--- config.mk ---
export PLATFORM = sky130hd
export DESIGN_NAME = reg_file_clr
export DESIGN_NICKNAME = d
export VERILOG_FILES = /design/src/rtl/reg_file_clr.sv
export SDC_FILE = /design/constraint.sdc
export NUM_CORES = 1
export LEC_CHECK = 0
export ABC_AREA = 1
export BUFFER_PORTS_ARGS = -buffer_cell sky130_fd_sc_hd__buf_2
export CAP_MARGIN = 10
export CELL_PAD_IN_SITES_DETAIL_PLACEMENT = 1
export CELL_PAD_IN_SITES_GLOBAL_PLACEMENT = 1
export CORE_MARGIN = 4
export CORE_UTILIZATION = 40
export CTS_CLUSTER_SIZE = 8
export DETAILED_ROUTE_END_ITERATION = 8
export PLACE_DENSITY_LB_ADDON = 0.1
export SETUP_SLACK_MARGIN = 0.05
export SLEW_MARGIN = 20
export SYNTH_ARGS = -nofsm -noshare
export SYNTH_HDL_FRONTEND = slang
export SYNTH_SLANG_ARGS = --single-unit
export TNS_END_PERCENT = 10
--- constraint.sdc ---
create_clock -name clk -period 2.94 [get_ports clk]
set_input_delay 0.147 -clock clk [delete_from_list [all_inputs] [get_ports clk]]
set_output_delay 0.147 -clock clk [all_outputs]
set_load 0.02 [all_outputs]
--- src/rtl/reg_file_clr.sv ---
// 32x32 integer register file: two combinational read ports, one write port, x0 tied to zero.
// A built-in sequencer zeroes every entry after reset or on request, stalling the core via busy_o.
module reg_file_clr #(
  parameter int unsigned DATA_W = 32,
  parameter int unsigned ADDR_W = 5,
  parameter int unsigned DEPTH  = 32
) (
  input  logic              clk,
  input  logic              rst,
  input  logic              we_in,
  input  logic [ADDR_W-1:0] rd_addr_in,
  input  logic [DATA_W-1:0] wd_in,
  input  logic [ADDR_W-1:0] rs1_addr_in,
  input  logic [ADDR_W-1:0] rs2_addr_in,
  output logic [DATA_W-1:0] rd1_o,
  output logic [DATA_W-1:0] rd2_o,
  input  logic              clr_req_in,
  output logic              busy_o
);

  localparam logic [ADDR_W-1:0] LastIdx = ADDR_W'(DEPTH - 1);

  typedef enum logic [0:0] {
    StClear = 1'b0,
    StRun   = 1'b1
  } state_e;

  state_e            r_state;
  state_e            w_state_d;
  logic [ADDR_W-1:0] r_clr_cnt;
  logic [ADDR_W-1:0] w_clr_cnt_d;
  logic [DATA_W-1:0] r_mem [DEPTH];

  logic w_in_clear;
  logic w_wr_en;

  // State register
  always_ff @(posedge clk) begin
    if (rst) begin
      r_state   <= StClear;
      r_clr_cnt <= '0;
    end else begin
      r_state   <= w_state_d;
      r_clr_cnt <= w_clr_cnt_d;
    end
  end

  // Next-state logic
  always_comb begin
    w_state_d   = r_state;
    w_clr_cnt_d = r_clr_cnt;
    unique case (r_state)
      StClear: begin
        if (r_clr_cnt == LastIdx) begin
          w_state_d   = StRun;
          w_clr_cnt_d = '0;
        end else begin
          w_clr_cnt_d = r_clr_cnt + 1'b1;
        end
      end
      StRun: begin
        if (clr_req_in) begin
          w_state_d   = StClear;
          w_clr_cnt_d = '0;
        end
      end
      default: begin
        w_state_d   = StClear;
        w_clr_cnt_d = '0;
      end
    endcase
  end

  // Output decode: registered state only
  always_comb begin
    w_in_clear = 1'b0;
    unique case (r_state)
      StClear: w_in_clear = 1'b1;
      StRun:   w_in_clear = 1'b0;
      default: w_in_clear = 1'b1;
    endcase
  end

  assign busy_o = w_in_clear;

  // A clear request on the same edge as a write drops the write.
  assign w_wr_en = (r_state == StRun) && !clr_req_in && we_in && (rd_addr_in != '0);

  // The reset edge leaves the array untouched; the sequence zeroes it afterwards.
  always_ff @(posedge clk) begin
    if (!rst) begin
      if (w_in_clear) begin
        r_mem[r_clr_cnt] <= '0;
      end else if (w_wr_en) begin
        r_mem[rd_addr_in] <= wd_in;
      end
    end
  end

  // No write bypass: keeps the ALU result path free of a combinational loop.
  always_comb begin
    rd1_o = '0;
    rd2_o = '0;
    if (!w_in_clear) begin
      if (rs1_addr_in != '0) rd1_o = r_mem[rs1_addr_in];
      if (rs2_addr_in != '0) rd2_o = r_mem[rs2_addr_in];
    end
  end

endmodule

Word level (Yosys, flattened, before mapping)
Memory sizes are Yosys's and may differ from the RTL's.
Cells that the tools add are included.
- bits in registers: 6
- ROM bits: 0
- bits of input ports: 51
- output and inout bits: 65
- memories kept: 1
- memory bits (writable): 1024
- bits in latches: 0
- memory list (memory ; depth ; width ; read ports ; clocked after memory_dff ; wr ports ; line ; source):
    r_mem ; 32 ; 32 ; 2 ; 0 ; 1 ; 32 ; logic [DATA_W-1:0] r_mem [DEPTH];
- equality and inequality tests: 2
- magnitude comparators: 0
- muxes and demuxes: 21
- divide/modulo/power cells: 0
- shift-type cells: 0
- multiply operators: 0
- reduce and logical (&&, ||, !) cells: 8
- bitwise operators: 1
- add/subtract/negate cells: 1
- operators with widths (kind ; count):
    32-bit 2-to-1 mux ; 5
    32-bit OR reduction ; 1
    5-bit 2-to-1 mux ; 3
    5-bit nonzero test ; 3
    1-bit 2-to-1 mux ; 10
    5-bit one-hot mux with 2 select lines ; 1
    5-bit by 1-bit adder with 5-bit output (second input constant) ; 1
    5-bit equality test (second input constant) ; 1
    1-bit one-hot mux with 2 select lines ; 2
    1-bit logical AND ; 3
    2-bit inequality test (second input constant) ; 1
    1-bit zero test ; 1
    1-bit inverter ; 1

Logic depth before layout (Yosys ltp)
Gate-level depths: netlist (run 1).
- depth after elaboration: 10
- depth in mapped cells: 11
- depth with buffers taken out: 11

Worst setup path after synthesis (run 1)
No wires, ideal clock.
- path type: register -> register
- start: register r_state
- end: memory r_mem[16][0] (enable)
- period minus slack after synthesis: 3.188 ns
- cell stages (with the launch flop): 12
- arrival time: 2.767 ns
- library setup time: 0.421 ns
- slack: -0.248 ns
- required time: 2.519 ns
- cell sequence: dfxtp_1 -> inv_2 -> nor2_4 -> nand2_2 -> nor2_4 -> nand2_4 -> buf_6 -> nand2_1 -> o21ai_1 -> nor2_2 -> nand2_2 -> nor2_1
- elaborated cells between the ends (all ways): 15
- classes of those cells: mux (10); bitwise (1); reduce/logical (4)
- RTL lines (item ; line ; source):
    start, declared ; 28 ; state_e r_state;
    start signal, assigned ; 40 ; r_state <= StClear;
    start signal, assigned ; 43 ; r_state <= w_state_d;
    1-bit inverter ; - ;
    1-bit one-hot mux with 2 select lines * ; 77 ; unique case (r_state)
    net busy_o ; 18 ; output logic busy_o
    1-bit 2-to-1 mux ; 92 ; if (w_in_clear) begin
    1-bit 2-to-1 mux ; 91 ; if (!rst) begin
    1-bit 2-to-1 mux (not written as such) ; 95 ; r_mem[rd_addr_in] <= wd_in;
    32-bit OR reduction (no line) ; - ;
    5-bit 2-to-1 mux (no line) / 1-bit 2-to-1 mux (equally long branches) ; - ;
    end, declared ; 32 ;
The timed path passes the listed nets; every way through them passes the cells marked *.

Worst setup path in the final report (run 1)
- start: register r_state
- end: output port rd2_o[29]
- cells in the longest elaborated chain, start to end: 3
- ends and longest elaborated chain (item ; line ; source):
    1-bit inverter ; - ;
    1-bit one-hot mux with 2 select lines * ; 77 ;
    32-bit 2-to-1 mux * ; 104 ; if (!w_in_clear) begin
    end, declared ; 16 ; output logic [DATA_W-1:0] rd2_o,
Every way passes the cells marked *; elsewhere a longest branch is shown, timed or not.

==> metrics.txt, run 1 <==
status=finished, final reports clean; commonest non-fill, non-tap cell in the layout=nand2_1; Lkg Pwr=27.7 nW; CTS Buf Count=148; Synth Net Count=6,691; synth-to-layout area growth=15.9%; Worst Hold End=r_mem[27][7]; Die ar.=143,000 µm²; Multi-input gate area=18,700 µm²; Tot Pwr=0.0349 W; fin nets=6,759; Worst setup SP type=register; Remaining DRCs=0; slew margin rel.=55.5%; # fillers=15,900; Final setup viols=0; post_cts resized=0; Synth Cell Area=54,800 µm²; Max Cap Viol=0; pin count of the biggest net entering global routing=99; worst reg2reg endpoint=r_mem[2][23]; first-pass GRT wire length=330,000 µm; initial antenna violation count=1; CP endpoint kind=output port; Max clock buf depth=3; first-pass iteration count of the detailed router=5; Root Driver=clkbuf_16; post-layout min period=2.72 ns; period utilization=92.6%; total overflow reported by the global router=0; Crit path arrival time=2.58 ns; initial DRC count=4,553; fmax=367 MHz; Die Wd=378 µm; placement row count=135; num ports=116; gpl congestion=0.817; most frequent cells in the layout=nand2_1, nand3_1, edfxtp_1, inv_1, clkbuf_16; CTS tree=done; Hold Startpoint=wd_in[7]; pwr dens=549 nW/µm²; Final Max Tran Viols=0; WL per Instance=26.4 µm; Gate Count Post-Synth=6,638; register area share after synthesis=56.3%; Avg Synthesized Cell Area=8.26 µm²; initial core utilization=40.4%; Yosys reg bits=1,030; Post-Route WL=225,000 µm; yosys warns=0; synth top area cells=edfxtp_1, nand3_1, nand2_1; # H-tree levels=4; Core Region=136,000 µm²; vias in the first global route=50,200; DR vias/cell=5.69; die height=378 µm; critical path type=reg2out; layout cell share with drive strength beyond 1=9.16%; setup TNS=0 ns; area leader, netlist=edfxtp_1; Hold Crit Class=in2reg; PortBufs=115; final core occ=46.8%; Register Area=30,900 µm²; clk_lat worst skew=0.79 ns; post-route ant nets=0; total track usage=31.2%; Worst Hold Depth=4; clock skew=0.0398 ns; slew at the pin closest to its max-slew limit=0.667 ns; unrepaired setup endpoints after global routing=no; Vias=48,500; area share of the largest cell type after synthesis=56.1%; final hold vios=0; RR Startpoint=r_state; Cell variety after synth=27; CP max FO=22; CTS clk-pin slew, worst paths=0.06 ns; dpl hpwl=137,000 µm; required time of the critical path=2.79 ns; TritonCTS Sinks=1,030; worst vdd ir=0.604 mV; R2R depth=9; reg-to-reg setup timing slack=0.38 ns
==> state kept, by name, indices dropped and copies added (netlist names) <==
signal	count
r_mem	1024
r_clr_cnt	5
r_state	1
==> per-layer routing <==
metal  up-vias  GRT usage, %  routed length [µm]
li1      21800             -                   -
met1     24400          40.8               94400
met2      1823          52.4              107000
met3       495          4.15               13700
met4         0          13.0                9810
met5         -             0                   0
==> worst max-delay path by stage <==
stage                     startpoint           end  cells past startpoint
after floorplan              r_state  r_mem[16][0]                     11
after global placement       r_state  r_mem[2][23]                     11
after detailed placement     r_state  r_mem[2][23]                      9
after CTS                    r_state     rd2_o[29]                      7
after global routing         r_state     rd2_o[29]                      7
final                        r_state     rd2_o[29]                      7
==> critical path, cell delays in order (launching register included) <==
cell and delay, ns:
dfxtp_1 0.34, buf_4 0.18, o21ai_0 0.11, inv_2 0.16
buf_12 0.26, nand2_1 0.09, nor2_1 0.36, buf_2 0.26
==> final cells by class <==
type	instances	area share (%)
Clock buffer	173	6.12
Sequential cell	1030	48.6
Multi-Input combinational cell	4160	29.5
Timing Repair Buffer	366	6.07
Inverter	1000	5.98
Antenna cell	1	0.00394
Clock inverter	16	0.211
Tap cell	1781	3.51
==> where the power goes <==
part	switching [W]	leakage (nW)	internal, W	total (W)
combinational	0.00225	17.7	0.000906	0.00316
sequential	0.0000361	8.02	0.0160	0.0161
clock	0.00645	1.96	0.00918	0.0156
==> Yosys cell counts (all sizes together) <==
master  instances
edfxtp       1024
dfxtp           6
o21ai           9
nand3        1738
clkinv          2
nor2          202
xor2            1
inv           998
a21oi           2
a211oi          1
nand2        2048
clkbuf        337
nand4           3
or2            25
o211ai        128
ha              2
buf           111
o211a           1
==> metrics by stage <==
stage / hold slack, ns / cells / worst slack (ns) / cell area [µm²]
global route: 0.0397 / 8526 / 0.192 / 63500
detailed placement: 0.396 / 8326 / 0.410 / 59400
global placement: 0.399 / 8326 / 0.467 / 59400
finish: 0.0352 / 8527 / 0.217 / 63500
floorplan: 0.216 / 6638 / -0.248 / 54800
CTS: 0.00764 / 8526 / 0.217 / 63500
==> what timing repair did <==
item | CTS | global route
buffers inserted | 0 | 0
endpoints found under the hold margin | 236 | 0
setup endpoints to repair | 0 | 0
hold buffers | 11 | 0
==> kinds of logic after synthesis <==
| family | Yosys count | synth area share [%] |
|---|---|---|
| AO/OA/AOI/OAI | 141 | 1.90 |
| XOR/XNOR | 1 | 0.0160 |
| adder cells (fa/ha/maj) | 2 | 0.0457 |
| buffers and inverters | 1448 | 10.0 |
| flip-flops | 1030 | 56.3 |
| AND/OR/NAND/NOR | 4016 | 31.7 |
Note: power is estimated with default switching activity, not from simulation.
==> run 2: changes to the inputs <==
--- a/config.mk
+++ b/config.mk
@@ -6,11 +6,10 @@
 export NUM_CORES = 1
 export LEC_CHECK = 0
 export ABC_AREA = 1
-export BUFFER_PORTS_ARGS = -buffer_cell sky130_fd_sc_hd__buf_2
+export BUFFER_PORTS_ARGS = -buffer_cell sky130_fd_sc_hd__buf_4
 export CAP_MARGIN = 10
 export CELL_PAD_IN_SITES_DETAIL_PLACEMENT = 1
 export CELL_PAD_IN_SITES_GLOBAL_PLACEMENT = 1
-export CORE_MARGIN = 4
 export CORE_UTILIZATION = 40
 export CTS_CLUSTER_SIZE = 8
 export DETAILED_ROUTE_END_ITERATION = 8
==> run 2 against run 1 <==
Compared with the run above:
- sequential cell count stayed put
- cell count is 0.20% higher
- worst hold slack better by 0.0067 ns
- highest routed layer is now met5
- critical path depth is 5 higher
- sequential share of layout area is 0.22 points lower
- non-clock buffer count is 40 higher
- maximum frequency is 3.4% lower
- sequential power hardly changed
- global-route usage is 1.2 points higher
- power is 0.86% lower
- register-to-register slack worse by 0.26 ns
==> metrics.txt, run 2 (synthesis gave the netlist of run 1 again) <==
status=finished, final reports clean; # H-tree levels=4; final core occ=47.0%; Post-Place Cells=8,360; Final Cell Area=63,800 µm²; placed cell areas=59,700 µm²; Worst Hold Depth=4; clk_lat worst skew=0.77 ns; gpl congestion=0.830; CP Cell Sequence=inv_2 -> nor2_4 -> nand2_2 -> nor2_4 -> nand2_4 -> nand2_1 -> o21ai_1 -> nor2_2 -> nand2_2 -> buf_6 -> nor2_4 -> buf_12; CTS clk-pin slew, worst paths=0.05 ns; CTS tree=done; unrepaired setup endpoints after global routing=yes; fmax=355 MHz; final cell count without fillers=8,544; vias in the first global route=50,200; Worst setup SP type=register; CP max FO=17; Top cell by count, worst path=nor2_4; Root Driver=clkbuf_16; reg-to-reg setup timing slack=0.12 ns; fin nets=6,798; Worst path max stage delay=0.73 ns; most frequent cells in the layout=nand2_1, nand3_1, edfxtp_1, inv_1, buf_4; post-layout min period=2.82 ns; slew at the pin closest to its max-slew limit=0.987 ns; pwr dens=542 nW/µm²; clock skew=0.0268 ns; synth-to-layout area growth=16.4%; RR Startpoint=r_state; TritonCTS Sinks=1,030; biggest regs=r_mem x1024, r_clr_cnt x5, r_state x1; die height=372 µm; initial core utilization=40.4%; max reg flops=1,024; slew margin rel.=34.1%; Lkg Pwr=27.8 nW; Ant. Diodes=0; Tot Pwr=0.0346 W; required time of the critical path=3.38 ns; R2R depth=12; first-pass GRT wire length=330,000 µm; Worst Hold End=r_mem[8][9]; critical path type=reg2reg; layout cell share with drive strength beyond 1=9.69%; dpl hpwl=136,000 µm; worst reg2reg endpoint=r_mem[20][24]; pin count of the biggest net entering global routing=97; first-pass iteration count of the detailed router=5; Die Wd=372 µm; Final setup viols=0; Hold Startpoint=wd_in[9]; setup TNS=0 ns; Max Cap Viol=0; WL per Instance=26.4 µm; Core Region=136,000 µm²; total track usage=32.4%; largest delay contributor family on the critical path=simple AND/OR/NAND/NOR gates; Max clock buf depth=3; initial DRC count=4,637; PortBufs=115; initial antenna violation count=2; period utilization=95.9%; DR vias/cell=5.70; Worst Path Buf+Inv=3; Die ar.=138,000 µm²; Crit path arrival time=3.26 ns; Vias=48,700; CTS Buf Count=147; Remaining DRCs=0; commonest non-fill, non-tap cell in the layout=nand2_1; Final Max Tran Viols=0; post-route ant nets=0; Post-Route WL=225,000 µm; total overflow reported by the global router=0; placement row count=135; Hold Crit Class=in2reg; worst vdd ir=0.602 mV; Most flops, register=r_mem; num ports=116; CP endpoint kind=register; final hold vios=0; slowest cell on the critical path=nor2_4
[run 2: metrics by stage]
step | hold slack (ns) | setup slack, ns
5_1_grt | 0.0503 | 0.0219
6_report | 0.0419 | 0.122
4_1_cts | 0.00234 | 0.0622
3_5_place_dp | 0.377 | 0.0303
2_1_floorplan | 0.216 | -0.248
3_3_place_gp | 0.369 | 0.0616
[run 2: timing repair]
item	4_1_cts	5_1_grt
hold buffers	8	0
endpoints found under the hold margin	72	0
gates resized for setup	0	2
setup endpoints to repair	11	32
setup buffers	5	4
pin swaps	1	1
[run 2: report_power, final]
part	switching, W	total [W]	leakage (nW)	internal (W)
Clock	0.00628	0.0153	1.91	0.00906
Combinational	0.00224	0.00315	17.9	0.000910
Sequential	0.0000354	0.0161	8.02	0.0160
Total	0.00856	0.0346	27.8	0.0260
[run 2: layout make-up]
type / count / area, µm²
sequential: 1030 / 30900
clock buffer: 162 / 3840
fill: 15800 / 71900
tap: 1781 / 2230
inverter: 1000 / 3800
timing repair buffer: 406 / 4270
multi-input combinational: 4160 / 18700
clock inverter: 5 / 51.3
[run 2: worst max-delay path by stage]
| stage | start | endpoint | depth (start not counted) |
|---|---|---|---|
| 2_1_floorplan | r_state | r_mem[16][0] | 11 |
| 3_3_place_gp | r_state | r_mem[22][22] | 11 |
| 3_5_place_dp | r_state | r_mem[22][22] | 10 |
| 4_1_cts | r_state | r_mem[21][22] | 10 |
| 5_1_grt | r_state | r_mem[20][24] | 12 |
| 6_report | r_state | r_mem[20][24] | 12 |
[run 2: worst min-delay path, stage by stage]
cell and delay [ns]:
buf_4 0.11, inv_1 0.04, nor2_1 0.04, buf_4 0.24
[run 2: routing by layer]
metal | global-route usage [%] | vias to the layer above | routed length [µm]
li1 | - | 21800 | -
met1 | 43.5 | 24700 | 96400
met2 | 53.0 | 1745 | 106000
met3 | 4.85 | 413 | 14300
met4 | 12.0 | 2 | 7980
met5 | 0 | - | 11
